==> src/rtl/reorder_buffer_if.sv <==
// Dispatch, completion-bus and retire signals of the reorder buffer.
// The buffer itself owns the slave side.
interface reorder_buffer_if #(
  parameter int unsigned ROB_SZ = 8,
  parameter int unsigned XLEN   = 32
);
  localparam int unsigned TAG_W = $clog2(ROB_SZ);

  logic             dp_valid;
  logic [4:0]       dp_dest_reg;
  logic             dp_halt;
  logic [TAG_W-1:0] dp_tag;
  logic             rob_full;
  logic             rob_empty;

  logic             cdb_valid;
  logic [TAG_W-1:0] cdb_tag;
  logic [XLEN-1:0]  cdb_value;
  logic             cdb_mispredict;
  logic [XLEN-1:0]  cdb_target_pc;

  logic             rt_valid;
  logic [4:0]       rt_dest_reg;
  logic [XLEN-1:0]  rt_value;
  logic             rt_halt;
  logic             rt_squash;
  logic [XLEN-1:0]  rt_target_pc;
  logic             halted;

  modport master (
    output dp_valid, dp_dest_reg, dp_halt,
    output cdb_valid, cdb_tag, cdb_value, cdb_mispredict, cdb_target_pc,
    input  dp_tag, rob_full, rob_empty,
    input  rt_valid, rt_dest_reg, rt_value, rt_halt, rt_squash, rt_target_pc, halted
  );

  modport slave (
    input  dp_valid, dp_dest_reg, dp_halt,
    input  cdb_valid, cdb_tag, cdb_value, cdb_mispredict, cdb_target_pc,
    output dp_tag, rob_full, rob_empty,
    output rt_valid, rt_dest_reg, rt_value, rt_halt, rt_squash, rt_target_pc, halted
  );
endinterface

==> src/rtl/reorder_buffer.sv <==
// Circular in-order reorder buffer: allocates on dispatch, captures CDB results,
// retires the head in order, flushes on a mispredicted branch, and stops after halt.
module reorder_buffer #(
  parameter int unsigned ROB_SZ = 8,
  parameter int unsigned XLEN   = 32
) (
  input  logic             clock,
  input  logic             reset,
  reorder_buffer_if.slave  rob
);
  localparam int unsigned TAG_W = $clog2(ROB_SZ);
  localparam int unsigned CNT_W = $clog2(ROB_SZ) + 1;

  logic [ROB_SZ-1:0] valid_q, valid_d;
  logic [ROB_SZ-1:0] complete_q, complete_d;
  logic [ROB_SZ-1:0] mispredict_q, mispredict_d;
  logic [ROB_SZ-1:0] halt_q, halt_d;
  logic [TAG_W-1:0]  head_q, head_d;
  logic [TAG_W-1:0]  tail_q, tail_d;
  logic [CNT_W-1:0]  count_q, count_d;
  logic              halted_q, halted_d;

  logic [4:0]        dest_q   [ROB_SZ];
  logic [XLEN-1:0]   value_q  [ROB_SZ];
  logic [XLEN-1:0]   tpc_q    [ROB_SZ];

  logic retire_c, squash_c, full_c, accept_c, cdb_wr_c;

  // Retire is decided purely from the registered head entry.
  always_comb begin
    retire_c = valid_q[head_q] & complete_q[head_q] & ~halted_q;
    squash_c = retire_c & mispredict_q[head_q];
    full_c   = (count_q == CNT_W'(ROB_SZ));
    accept_c = rob.dp_valid & ~full_c & ~halted_q & ~squash_c;
    cdb_wr_c = rob.cdb_valid & valid_q[rob.cdb_tag] & ~squash_c;
  end

  always_comb begin
    valid_d      = valid_q;
    complete_d   = complete_q;
    mispredict_d = mispredict_q;
    halt_d       = halt_q;
    head_d       = head_q;
    tail_d       = tail_q;
    count_d      = count_q;
    halted_d     = halted_q;

    if (cdb_wr_c) begin
      complete_d[rob.cdb_tag]   = 1'b1;
      mispredict_d[rob.cdb_tag] = rob.cdb_mispredict;
    end
    if (retire_c) begin
      valid_d[head_q] = 1'b0;
      head_d          = TAG_W'(head_q + TAG_W'(1));
      if (halt_q[head_q]) halted_d = 1'b1;
    end
    if (accept_c) begin
      valid_d[tail_q]      = 1'b1;
      complete_d[tail_q]   = 1'b0;
      mispredict_d[tail_q] = 1'b0;
      halt_d[tail_q]       = rob.dp_halt;
      tail_d               = TAG_W'(tail_q + TAG_W'(1));
    end
    count_d = CNT_W'(count_q + CNT_W'(accept_c) - CNT_W'(retire_c));

    // A retiring mispredict discards everything younger, including this cycle's events.
    if (squash_c) begin
      valid_d      = '0;
      complete_d   = '0;
      mispredict_d = '0;
      head_d       = '0;
      tail_d       = '0;
      count_d      = '0;
    end
  end

  always_ff @(posedge clock) begin
    if (reset) begin
      valid_q      <= '0;
      complete_q   <= '0;
      mispredict_q <= '0;
      halt_q       <= '0;
      head_q       <= '0;
      tail_q       <= '0;
      count_q      <= '0;
      halted_q     <= 1'b0;
    end else begin
      valid_q      <= valid_d;
      complete_q   <= complete_d;
      mispredict_q <= mispredict_d;
      halt_q       <= halt_d;
      head_q       <= head_d;
      tail_q       <= tail_d;
      count_q      <= count_d;
      halted_q     <= halted_d;
    end
  end

  // Payload storage needs no reset; it is only observed behind valid/complete.
  always_ff @(posedge clock) begin
    if (!reset) begin
      if (accept_c) dest_q[tail_q] <= rob.dp_dest_reg;
      if (cdb_wr_c) begin
        value_q[rob.cdb_tag] <= rob.cdb_value;
        tpc_q[rob.cdb_tag]   <= rob.cdb_target_pc;
      end
    end
  end

  assign rob.dp_tag       = tail_q;
  assign rob.rob_full     = full_c;
  assign rob.rob_empty    = (count_q == '0);
  assign rob.rt_valid     = retire_c;
  assign rob.rt_dest_reg  = retire_c ? dest_q[head_q] : '0;
  assign rob.rt_value     = retire_c ? value_q[head_q] : '0;
  assign rob.rt_halt      = retire_c & halt_q[head_q];
  assign rob.rt_squash    = squash_c;
  assign rob.rt_target_pc = retire_c ? tpc_q[head_q] : '0;
  assign rob.halted       = halted_q;
endmodule

==> src/flat_wrapper.sv <==
// flat-port wrapper written by rule: the top's interface ports become plain ports
module reorder_buffer_flat 
#(
  parameter int unsigned ROB_SZ = 8,
  parameter int unsigned XLEN   = 32
)
  (clock, reset, rob_dp_valid, rob_dp_dest_reg, rob_dp_halt, rob_cdb_valid, rob_cdb_tag, rob_cdb_value, rob_cdb_mispredict, rob_cdb_target_pc, rob_dp_tag, rob_rob_full, rob_rob_empty, rob_rt_valid, rob_rt_dest_reg, rob_rt_value, rob_rt_halt, rob_rt_squash, rob_rt_target_pc, rob_halted);
  reorder_buffer_if #(.ROB_SZ(ROB_SZ), .XLEN(XLEN)) rob_i ();
  input  logic clock;
  input  logic reset;
  input wire logic [$bits(rob_i.dp_valid)-1:0] rob_dp_valid;
  input wire logic [$bits(rob_i.dp_dest_reg)-1:0] rob_dp_dest_reg;
  input wire logic [$bits(rob_i.dp_halt)-1:0] rob_dp_halt;
  input wire logic [$bits(rob_i.cdb_valid)-1:0] rob_cdb_valid;
  input wire logic [$bits(rob_i.cdb_tag)-1:0] rob_cdb_tag;
  input wire logic [$bits(rob_i.cdb_value)-1:0] rob_cdb_value;
  input wire logic [$bits(rob_i.cdb_mispredict)-1:0] rob_cdb_mispredict;
  input wire logic [$bits(rob_i.cdb_target_pc)-1:0] rob_cdb_target_pc;
  output wire logic [$bits(rob_i.dp_tag)-1:0] rob_dp_tag;
  output wire logic [$bits(rob_i.rob_full)-1:0] rob_rob_full;
  output wire logic [$bits(rob_i.rob_empty)-1:0] rob_rob_empty;
  output wire logic [$bits(rob_i.rt_valid)-1:0] rob_rt_valid;
  output wire logic [$bits(rob_i.rt_dest_reg)-1:0] rob_rt_dest_reg;
  output wire logic [$bits(rob_i.rt_value)-1:0] rob_rt_value;
  output wire logic [$bits(rob_i.rt_halt)-1:0] rob_rt_halt;
  output wire logic [$bits(rob_i.rt_squash)-1:0] rob_rt_squash;
  output wire logic [$bits(rob_i.rt_target_pc)-1:0] rob_rt_target_pc;
  output wire logic [$bits(rob_i.halted)-1:0] rob_halted;
  assign rob_i.dp_valid = rob_dp_valid;
  assign rob_i.dp_dest_reg = rob_dp_dest_reg;
  assign rob_i.dp_halt = rob_dp_halt;
  assign rob_i.cdb_valid = rob_cdb_valid;
  assign rob_i.cdb_tag = rob_cdb_tag;
  assign rob_i.cdb_value = rob_cdb_value;
  assign rob_i.cdb_mispredict = rob_cdb_mispredict;
  assign rob_i.cdb_target_pc = rob_cdb_target_pc;
  assign rob_dp_tag = rob_i.dp_tag;
  assign rob_rob_full = rob_i.rob_full;
  assign rob_rob_empty = rob_i.rob_empty;
  assign rob_rt_valid = rob_i.rt_valid;
  assign rob_rt_dest_reg = rob_i.rt_dest_reg;
  assign rob_rt_value = rob_i.rt_value;
  assign rob_rt_halt = rob_i.rt_halt;
  assign rob_rt_squash = rob_i.rt_squash;
  assign rob_rt_target_pc = rob_i.rt_target_pc;
  assign rob_halted = rob_i.halted;
  reorder_buffer #(.ROB_SZ(ROB_SZ), .XLEN(XLEN)) u_core (.clock(clock), .reset(reset), .rob(rob_i));
endmodule
==> config.mk <==
export PLATFORM = sky130hd
export DESIGN_NAME = reorder_buffer_flat
export DESIGN_NICKNAME = d
export VERILOG_FILES = /design/src/rtl/reorder_buffer_if.sv /design/src/rtl/reorder_buffer.sv /design/src/flat_wrapper.sv
export SDC_FILE = /design/constraint.sdc
export NUM_CORES = 1
export LEC_CHECK = 0
export ABC_AREA = 1
export CORE_ASPECT_RATIO = 0.5
export CORE_MARGIN = 8
export CORE_UTILIZATION = 53
export CTS_CLUSTER_DIAMETER = 30
export DETAILED_ROUTE_END_ITERATION = 10
export GPL_TIMING_DRIVEN = 1
export PLACE_DENSITY = 0.74
export SETUP_SLACK_MARGIN = 0.02
export SYNTH_ARGS = -nofsm -noshare
export SYNTH_HDL_FRONTEND = slang
export SYNTH_SLANG_ARGS = --single-unit
==> constraint.sdc <==
create_clock -name clock -period 4.87 [get_ports clock]
set_input_delay 0.7305 -clock clock [delete_from_list [all_inputs] [get_ports clock]]
set_output_delay 0.7305 -clock clock [all_outputs]
set_load 0.02 [all_outputs]
# Yosys cells after proc, flatten, opt, wreduce, memory -nomap -nowiden
# Memories as Yosys holds them, arrays and structs flattened. A register that Yosys moved wholly into a read port is not among the register bits.
# Cells that the tools add are included.
word_totals:
  register_bits: 43
  ramBits: 552
  n_memories: 3
mem_list:
  columns: ["name", "words", "word_bits", "read_ports", "rd_ports_with_merged_regs", "write_ports", "line", "source"]
  rows:
  - ["u_core.tpc_q", 8, 32, 1, 1, 1, "reorder_buffer.sv:25", "logic [XLEN-1:0] tpc_q [ROB_SZ];"]
  - ["u_core.value_q", 8, 32, 1, 1, 1, "reorder_buffer.sv:24", "logic [XLEN-1:0] value_q [ROB_SZ];"]
  - ["u_core.dest_q", 8, 5, 1, 1, 1, "reorder_buffer.sv:23", "logic [4:0] dest_q [ROB_SZ];"]
classes:
  addsub: 4
  magnitude_cmp: 6
  eq_ne: 1
  mux: 39
  bitwise: 19
  n_reduce_logical: 6
op_table:
  columns: ["operator", "n"]
  rows:
  - ["$mux W32", 2]
  - ["$mux W8", 6]
  - ["$and A8 B8 Y8", 3]
  - ["$mux W3", 6]
  - ["$bwmux W8", 2]
  - ["$not A8 Y8", 2]
  - ["$or A8 B8 Y8", 2]
  - ["$bmux W1 S3", 5]
  - ["$mux W1", 14]
  - ["$lt A3 B4 Y1 const B", 3]
  - ["$and A1 B1 Y1", 9]
  - ["$demux W1 S3", 3]
  - ["$ge A3 B1 Y1 const B", 3]
  - ["$add A3 B1 Y3 const B", 2]
  - ["$mux W5", 1]
  - ["$add A4 B1 Y4", 1]
  - ["$eq A4 B4 Y1 const B", 1]
  - ["$logic_not A4 Y1", 1]
  - ["$sub A4 B1 Y4", 1]
  - ["$logic_and A1 B1 Y1", 3]
  - ["$not A1 Y1", 3]
  - ["$reduce_and A2 Y1", 1]
  - ["$reduce_or A2 Y1", 1]

# Depth between registers and ports, before layout
# Gate-level depths: netlist (run 1).
depth:
  ltp_word: 10
  ltp_mapped: 17
  depth_no_buf: 15

# Worst setup path before layout (run 1)
# Ideal clock, no wire load.
synth_path:
  kind: "input port to flip-flop"
  from: "in rob_cdb_tag[0]"
  to: "mem u_core.tpc_q[1][0], enable pin"
  t_arrival_ps: 4355
  required_time_ps: 4383
  setup_slack_ps: 29
  path_stages: 8
  path_cell_list: "buf_2 o21ai_0 nand2_1 nand2_1 nand2_1 a21boi_4 nand3_1 nor2_1"
synth_between:
  elab_chain_cells: 7
synth_rtl:
  columns: ["item", "line", "source"]
  rows:
  - ["start: declaration", "flat_wrapper.sv:15", "input wire logic [$bits(rob_i.cdb_tag)-1:0] rob_cdb_tag;"]
  - ["$bmux W1 S3", "reorder_buffer.sv:35", "cdb_wr_c = rob.cdb_valid & valid_q[rob.cdb_tag] & ~squash_c;"]
  - ["$mux W1 (implied by the code)", "reorder_buffer.sv:35", null]
  - ["$and A1 B1 Y1 (2 in series)", "reorder_buffer.sv:35", null]
  - ["$mux W1", "reorder_buffer.sv:103", "if (cdb_wr_c) begin"]
  - ["$mux W1", "reorder_buffer.sv:101", "if (!reset) begin"]
  - ["$mux W1 (implied by the code)", "reorder_buffer.sv:105", "tpc_q[rob.cdb_tag] <= rob.cdb_target_pc;"]
  - ["end: declaration", "reorder_buffer.sv:25", null]
# Parallel ways exist; a longest one is shown, timed or not. The select of a mux whose other input is x is not followed.

# Worst setup path in the final report (run 1)
layout_path:
  from: "reg u_core.head_q[0]"
  to: "out rob_rt_value[9]"
layout_between:
  elab_chain_cells: 5
  word_cells_on_any_way: 7
  cone_classes: "5 x mux; 2 x bitwise"
layout_rtl:
  columns: ["item", "line", "source"]
  rows:
  - ["start: declaration", "reorder_buffer.sv:18", "logic [TAG_W-1:0] head_q, head_d;"]
  - ["start signal: assignment", "reorder_buffer.sv:83", "head_q <= '0;"]
  - ["start signal: assignment", "reorder_buffer.sv:92", "head_q <= head_d;"]
  - ["$bmux W1 S3", "reorder_buffer.sv:31", "retire_c = valid_q[head_q] & complete_q[head_q] & ~halted_q;"]
  - ["$mux W1 (implied by the code)", "reorder_buffer.sv:31", null]
  - ["$and A1 B1 Y1 (*) (2 in series)", "reorder_buffer.sv:31", null]
  - ["$mux W32 (*)", "reorder_buffer.sv:115", "assign rob.rt_value = retire_c ? value_q[head_q] : '0;"]
  - ["end: declaration", "flat_wrapper.sv:24", "output wire logic [$bits(rob_i.rt_value)-1:0] rob_rt_value;"]
# Every way passes the cells marked *; elsewhere a longest branch is shown, timed or not. The select of a mux whose other input is x is not followed.

==> results.yml, run 1 <==
synth:
  syn-instance-count: 1959
  number_of_enable_type_register_cells_in_the_synthesized_netlist: 552
  post_synth_main_area_contributors: "edfxtp_1, nand2_1, dfxtp_1"
  synth-warning-count: 0
  syn-cell-area_mm2: 0.0242
  flip_flop_and_latch_count_after_synthesis: 598
  yosys.cell_types.count: 40
  synth.most_common_cell: "nand2_1"
  synth_top_cell_area_share_pct: 68.6
  asyncSetResetFlopFracSynth_pct: 0
  synthesis.area_per_instance_um2: 12.3
  synth_commonest_cells: "nand2_1, edfxtp_1, a21oi_1, nor2_1, clkbuf_1"
  syn_nets: 2046
  synth-seq-area-share_pct: 72.4
  postSynth.topFlopCell: "edfxtp_1"
  yosysTopAreaCell: "edfxtp_1"
drt:
  ant_nets: 0
  drt_pre_antenna_iters: 6
  route.vias.total: 15700
  postRouteWirelength_um: 55100
  detailedRoute.firstIterationViolations: 1458
  remaining_routing_drc_violations: 0
  detail_route.wl_per_cell_um: 20.0
  vias_per_cell: 5.71
critical_path:
  cp_max_fo: 47
  worst-endpoint-required_ps: 4140
  timing.setup.critical_path_class: "reg2out"
  crit_arrival_ps: 3560
  timing.reg2reg.setup_slack_ps: 1430
  cp_num_cells: 10
  cpMaxStageDelayCell: "dfxtp_1"
  worstPathBufferInverterCount: 3
  critical_path.reg2reg.startpoint: "u_core.head_q[0]"
  slowest_cell_delay_on_critical_path_ps: 780
  cp-startpoint: "u_core.head_q[0]"
  timing.critical_path.max_delay_family: "buffers and inverters"
  r2r-end: "u_core.count_q[2]"
  endpoint: "rob_rt_value[9]"
  start_kind: "flip-flop"
  cp_cell_sequence: "inv_4 -> nand2_1 -> nand3_1 -> nand2_2 -> nor2_4 -> nor2_8 -> nand2_4 -> buf_4 -> nor2_1 -> clkdlybuf4s50_1"
  setup.worst_path.end_class: "output pin"
  timing.reg2reg.worst_path_depth: 14
power:
  power.share.clock_pct: 47.1
  share_comb_of_total_power_pct: 3.2
  internal_power_mw: 8.96
  vdd_drop_max_mv: 0.254
  switching_power_mw: 2.43
  cellLeakagePower_nw: 9.84
  power_density_mw_per_mm2: 394
  sw_frac_of_total_pct: 21.3
  seq_power_share_pct: 49.7
timing:
  final-setup-viol-count: 0
  hold_viol_final: 0
  finalSetupTns_ps: 0
  timing.final.crit_share_pct: 88.0
  clock.fmax_mhz: 233
  finalWorstPathRequiredPeriod_ps: 4290
  grt_setup_unrepaired: "no"
  slew_headroom_pct: 40.4
  worst_setup_skew_after_layout_ps: 25.0
  timing_worst_slew_pin_value_ps: 894
  final-max-slew-violation-count: 0
finish:
  num-nets-final: 2182
  layout.cell_area.non_filler_mm2: 0.0289
  layout_filler_cell_count: 3164
  postLayoutCoreUtil_pct: 64.1
  drive_above_1_share_pct: 9.18
  area_growth_pct: 19.7
cts:
  htree_num_levels: 3
  cts_hold_repair.buffers: 0
  post_cts_resize_count: 0
  cts.sinks: 598
  clockRootBuffer: "clkbuf_16"
  clock_path_buffers: 3
  insertion_delay_ps: 600
  cts_tree: "done"
  post_cts_buffers: 0
  cts_inserted_buffers: 74
  clk_pin_slew_ps: 50
grt:
  global_route.overflow_total: 0
  grt_start_max_net_pins: 129
  grt.met2_usage_pct: 35.7
  via_count_of_the_first_global_routing_pass: 15800
  gr-usage-met1_pct: 25.2
  met3_usage_pct: 3.67
  grtUsageTotal_pct: 20.1
  grt.busiest_layer: "met2"
  antenna_found_initial: 2
  grt_first_pass_wirelength_um: 86100
place:
  placedInstanceArea_mm2: 0.0265
  dp_hpwl_um: 31100
  portBuffers: 155
  routabilityCongestion: 0.875
floorplan:
  die_width_um: 318
  dieArea_mm2: 0.0531
  core.rowCount: 55
  start_util_pct: 53.6
  die-height_um: 167
  fp.coreArea_mm2: 0.0451
  boundaryPins: 156
flow_run:
  timing.max_cap.violations: 0
run_status:
  outcome: "complete, no violations"
min_path:
  type_of_the_worst_min_delay_path: "reg2reg"
## cell usage in the layout, fill, tap and decap left out, drive strengths merged, types with 5 or more instances in the layout
cell type	synthesis	routed
clkbuf	93	86
o21ai	78	78
a32o	70	70
nor3	15	15
clkdlybuf4s50	0	155
a21boi	5	5
dfxtp	46	46
o211ai	13	13
ha	8	8
a32oi	69	69
a21oi	160	160
edfxtp	552	552
bufinv	0	5
inv	63	80
clkinv	2	29
nand2	583	583
nor2	134	134
buf	35	33
nand3	23	23
## worst reg2reg max path: cells and delay by family, from the launching register on
| family | cells | cell delay, ps |
|---|---|---|
| adders and majority gates | 3 | 910 |
| and+or+nand+nor | 7 | 1100 |
| xor gates and xnor gates | 1 | 170 |
| DFF | 1 | 780 |
| buffers and inverters | 3 | 420 |
## registers in the layout, summed over array words and instances, names as in the netlist, named ones only
name                 flops
u_core.tpc_q           256
u_core.rob.dp_tag        3
u_core.value_q         256
u_core.dest_q           40
u_core.count_q           4
u_core.halt_q            8
u_core.mispredict_q      8
u_core.rob.halted        1
u_core.complete_q        8
u_core.valid_q           8
u_core.head_q            3
## how the worst min path moves through the flow
stage	startpoint	end	slack, ps	depth (start not counted)
after floorplan	u_core.complete_q[0]	u_core.complete_q[0]	420	2
after global placement	u_core.valid_q[2]	u_core.valid_q[2]	450	2
after detailed placement	u_core.complete_q[1]	u_core.complete_q[1]	450	2
after CTS	u_core.valid_q[2]	u_core.valid_q[2]	460	2
after global routing	u_core.valid_q[6]	u_core.valid_q[6]	480	2
final	u_core.valid_q[2]	u_core.valid_q[2]	460	2
## metal layers
metal | vias up | part of all wire, %
met2 | 506 | 52
li1 | 7375 | -
met1 | 7761 | 41
met3 | 103 | 5.4
met5 | - | 0
met4 | 0 | 2.1
## final cells by class
class                   count  area [µm²]  share of cell area [%]
diodes                      2        5.00                  0.0173
well taps                 598         748                    2.59
repair buffers            188        2040                    7.05
inverters                  65         254                   0.879
clock buffers              86        1930                    6.67
clock inverters            51         512                    1.77
multi-input cells        1168        5920                    20.5
flip-flops and latches    598       17500                    60.6
## power groups by stage
stage                     clock, mW  combinational, mW  sequential (mW)
final                          5.36              0.367             5.66
after detailed placement          0              0.367             5.77
after global placement            0              0.358             5.77
after CTS                      5.43              0.369             5.66
after floorplan                   0              0.165             5.77
after global routing           5.65              0.404             5.66
## cells by family after synthesis
group,synth area share (%)
XOR/XNOR,0.0725
adder cells (fa/ha/maj),0.497
AND/OR/NAND/NOR,12.6
flip-flops,72.4
AO/OA/AOI/OAI,11.0
buffers and inverters,3.36
## through the flow
stage               hold WS [ps]  power, mW  std cells  setup slack (ps)
floorplan                    424       5.94       1959              28.8
global placement             449       6.13       2617              1230
detailed placement           454       6.14       2617              1180
CTS                          460       11.5       2754               608
global route                 478       11.7       2756               332
finish                       459       11.4       2756               583
No activity file was read; power rests on OpenSTA's default activity.
==> run 2, diff against run 1 <==
--- a/config.mk
+++ b/config.mk
@@ -8,11 +8,12 @@
 export ABC_AREA = 1
 export CORE_ASPECT_RATIO = 0.5
 export CORE_MARGIN = 8
-export CORE_UTILIZATION = 53
+export CORE_UTILIZATION = 23
 export CTS_CLUSTER_DIAMETER = 30
 export DETAILED_ROUTE_END_ITERATION = 10
 export GPL_TIMING_DRIVEN = 1
-export PLACE_DENSITY = 0.74
+export PLACE_DENSITY = 0.44
+export REMOVE_ABC_BUFFERS = 1
 export SETUP_SLACK_MARGIN = 0.02
 export SYNTH_ARGS = -nofsm -noshare
 export SYNTH_HDL_FRONTEND = slang
==> run 2 against run 1 <==
  * Combinational power decreased by 1%
  * Final area increased by 8.4%
  * Utilization decreased by 34 points
  * Wire length increased by 13%
  * Setup slack improved by 63 ps
  * Fmax increased by 1.5%
  * Clock power increased by 49%
  * Power increased by 23%
  * Via count decreased by 1.5%
  * Global-route usage decreased by 9.7 points
  * Sequential share of layout area decreased by 4.7 points
  * Largest cell class unchanged
  * Largest power group is now clock
  * Highest routed layer is now met5
==> results.yml, run 2 (synthesis results as in run 1) <==
critical_path:
  worst-endpoint-required_ps: 4140
  cp_cell_sequence: "inv_8 -> buf_4 -> nand2_1 -> a32oi_1 -> o21ai_0 -> nor2_1 -> clkdlybuf4s50_1"
  setup.worst_path.end_class: "output pin"
  crit_arrival_ps: 3490
  cp_max_fo: 71
  r2r-end: "u_core.count_q[2]"
  start_kind: "flip-flop"
  cpMaxStageDelayCell: "dfxtp_4"
  slowest_cell_delay_on_critical_path_ps: 800
  timing.reg2reg.setup_slack_ps: 1500
  endpoint: "rob_rt_value[19]"
  timing.reg2reg.worst_path_depth: 14
  timing.setup.critical_path_class: "reg2out"
  critical_path.reg2reg.startpoint: "u_core.head_q[0]"
timing:
  clock.fmax_mhz: 237
  hold_slack_ps: 456
  final-max-slew-violation-count: 0
  timing_worst_slew_pin_value_ps: 918
  setup_ws_ps: 646
  grt_setup_unrepaired: "no"
  finalWorstPathRequiredPeriod_ps: 4220
  finalSetupTns_ps: 0
  slew_headroom_pct: 38.3
  final-setup-viol-count: 0
  timing.final.crit_share_pct: 86.7
  hold_viol_final: 0
  worst_setup_skew_after_layout_ps: 18.9
grt:
  grtUsageTotal_pct: 10.4
  grt_first_pass_wirelength_um: 94800
  global_route.overflow_total: 0
  grt_start_max_net_pins: 119
  antenna_found_initial: 2
  via_count_of_the_first_global_routing_pass: 15500
drt:
  ant_nets: 0
  drt_pre_antenna_iters: 7
  route.vias.total: 15500
  remaining_routing_drc_violations: 0
  postRouteWirelength_um: 62300
  vias_per_cell: 4.25
  detail_route.wl_per_cell_um: 17.1
  detailedRoute.firstIterationViolations: 820
power:
  seq_power_share_pct: 40.5
  power_density_mw_per_mm2: 447
  vdd_drop_max_mv: 0.263
  power.share.clock_pct: 56.9
  power_mw: 14.0
  cellLeakagePower_nw: 10.5
  sw_frac_of_total_pct: 19.9
  share_comb_of_total_power_pct: 2.6
  switching_power_mw: 2.79
  internal_power_mw: 11.2
floorplan:
  dieArea_mm2: 0.116
  start_util_pct: 23.1
  fp.coreArea_mm2: 0.105
  boundaryPins: 156
  die_width_um: 474
  die-height_um: 245
  core.rowCount: 84
finish:
  postLayoutCoreUtil_pct: 30.0
  layout_commonest_cell: "nand2_1"
  layout.cell_area.non_filler_mm2: 0.0314
  layout_filler_cell_count: 10600
  mostFrequentLayoutCells: "nand2_1, edfxtp_1, a21oi_1"
  final-instance-count-excl-fill: 3646
  num-nets-final: 2218
  area_growth_pct: 29.8
  largest_registers: "u_core.tpc_q: 256 flops, u_core.value_q: 256 flops, u_core.dest_q: 40 flops"
  drive_above_1_share_pct: 11.2
place:
  dpl.cell_count: 3432
  placedInstanceArea_mm2: 0.0274
  preCtsSetupSlack_ps: 948
  portBuffers: 155
  dp_hpwl_um: 35000
  routabilityCongestion: 0.735
cts:
  cts_inserted_buffers: 116
  clockRootBuffer: "clkbuf_16"
  clk_pin_slew_ps: 50
  cts_tree: "done"
  insertion_delay_ps: 650
  htree_num_levels: 3
  cts.sinks: 598
  clock_path_buffers: 3
  cts_hold_repair.buffers: 0
min_path:
  type_of_the_worst_min_delay_path: "reg2reg"
flow_run:
  timing.max_cap.violations: 0
run_status:
  outcome: "complete, no violations"
[run 2: final cells by class]
cell class	instances	area [µm²]	area share, %
Clock inverter	75	941	3.00
Antenna cell	1	2.50	0.00798
Multi-Input combinational cell	1168	5920	18.9
Tap cell	1419	1780	5.66
Inverter	65	254	0.810
Timing Repair Buffer	182	1940	6.19
Clock buffer	138	3010	9.59
Sequential cell	598	17500	55.9
[run 2: worst max-delay path, delay by kind of cell (launching register included)]
family	cells	cell delay [ps]
flops	1	800
simple gates	2	170
buf+inv	3	1260
compound gates	2	560
[run 2: metal layers]
layer / routed length (µm) / vias to the layer above / global-route usage, %
li1: - / 7478 / -
met1: 26500 / 7674 / 12.4
met2: 32300 / 238 / 18.9
met3: 2040 / 115 / 2.12
met4: 1430 / 2 / 3.14
met5: 9 / - / 0
[run 2: worst min-delay path by stage]
stage	start	endpoint	slack [ps]	cells past startpoint
floorplan	u_core.complete_q[0]	u_core.complete_q[0]	420	2
global placement	u_core.complete_q[6]	u_core.complete_q[6]	440	2
detailed placement	u_core.complete_q[6]	u_core.complete_q[6]	440	2
CTS	u_core.complete_q[6]	u_core.complete_q[6]	450	2
global route	u_core.complete_q[6]	u_core.complete_q[6]	470	2
finish	u_core.complete_q[6]	u_core.complete_q[6]	460	2
[run 2: what timing repair did]
action / CTS / global route
endpoints found under the setup margin: 0 / 4
setup buffers: 0 / 0
resized for setup: 0 / 1
[run 2: power by group through the flow]
stage               sequential, mW  clock, mW  combinational, mW
floorplan                     5.77          0              0.159
global placement              5.77          0              0.366
detailed placement            5.77          0              0.370
CTS                           5.68       8.15              0.371
global route                  5.68       8.40              0.401
finish                        5.68       7.97              0.362
==> run 3, diff against run 2 <==
--- a/config.mk
+++ b/config.mk
@@ -6,12 +6,14 @@
 export NUM_CORES = 1
 export LEC_CHECK = 0
 export ABC_AREA = 1
+export CAP_MARGIN = 15
 export CORE_ASPECT_RATIO = 0.5
 export CORE_MARGIN = 8
 export CORE_UTILIZATION = 23
 export CTS_CLUSTER_DIAMETER = 30
 export DETAILED_ROUTE_END_ITERATION = 10
 export GPL_TIMING_DRIVEN = 1
+export HOLD_SLACK_MARGIN = 0.1
 export PLACE_DENSITY = 0.44
 export REMOVE_ABC_BUFFERS = 1
 export SETUP_SLACK_MARGIN = 0.02
==> results of run 3 <==
Final layout, timing and power as in run 2 (identical DEF).
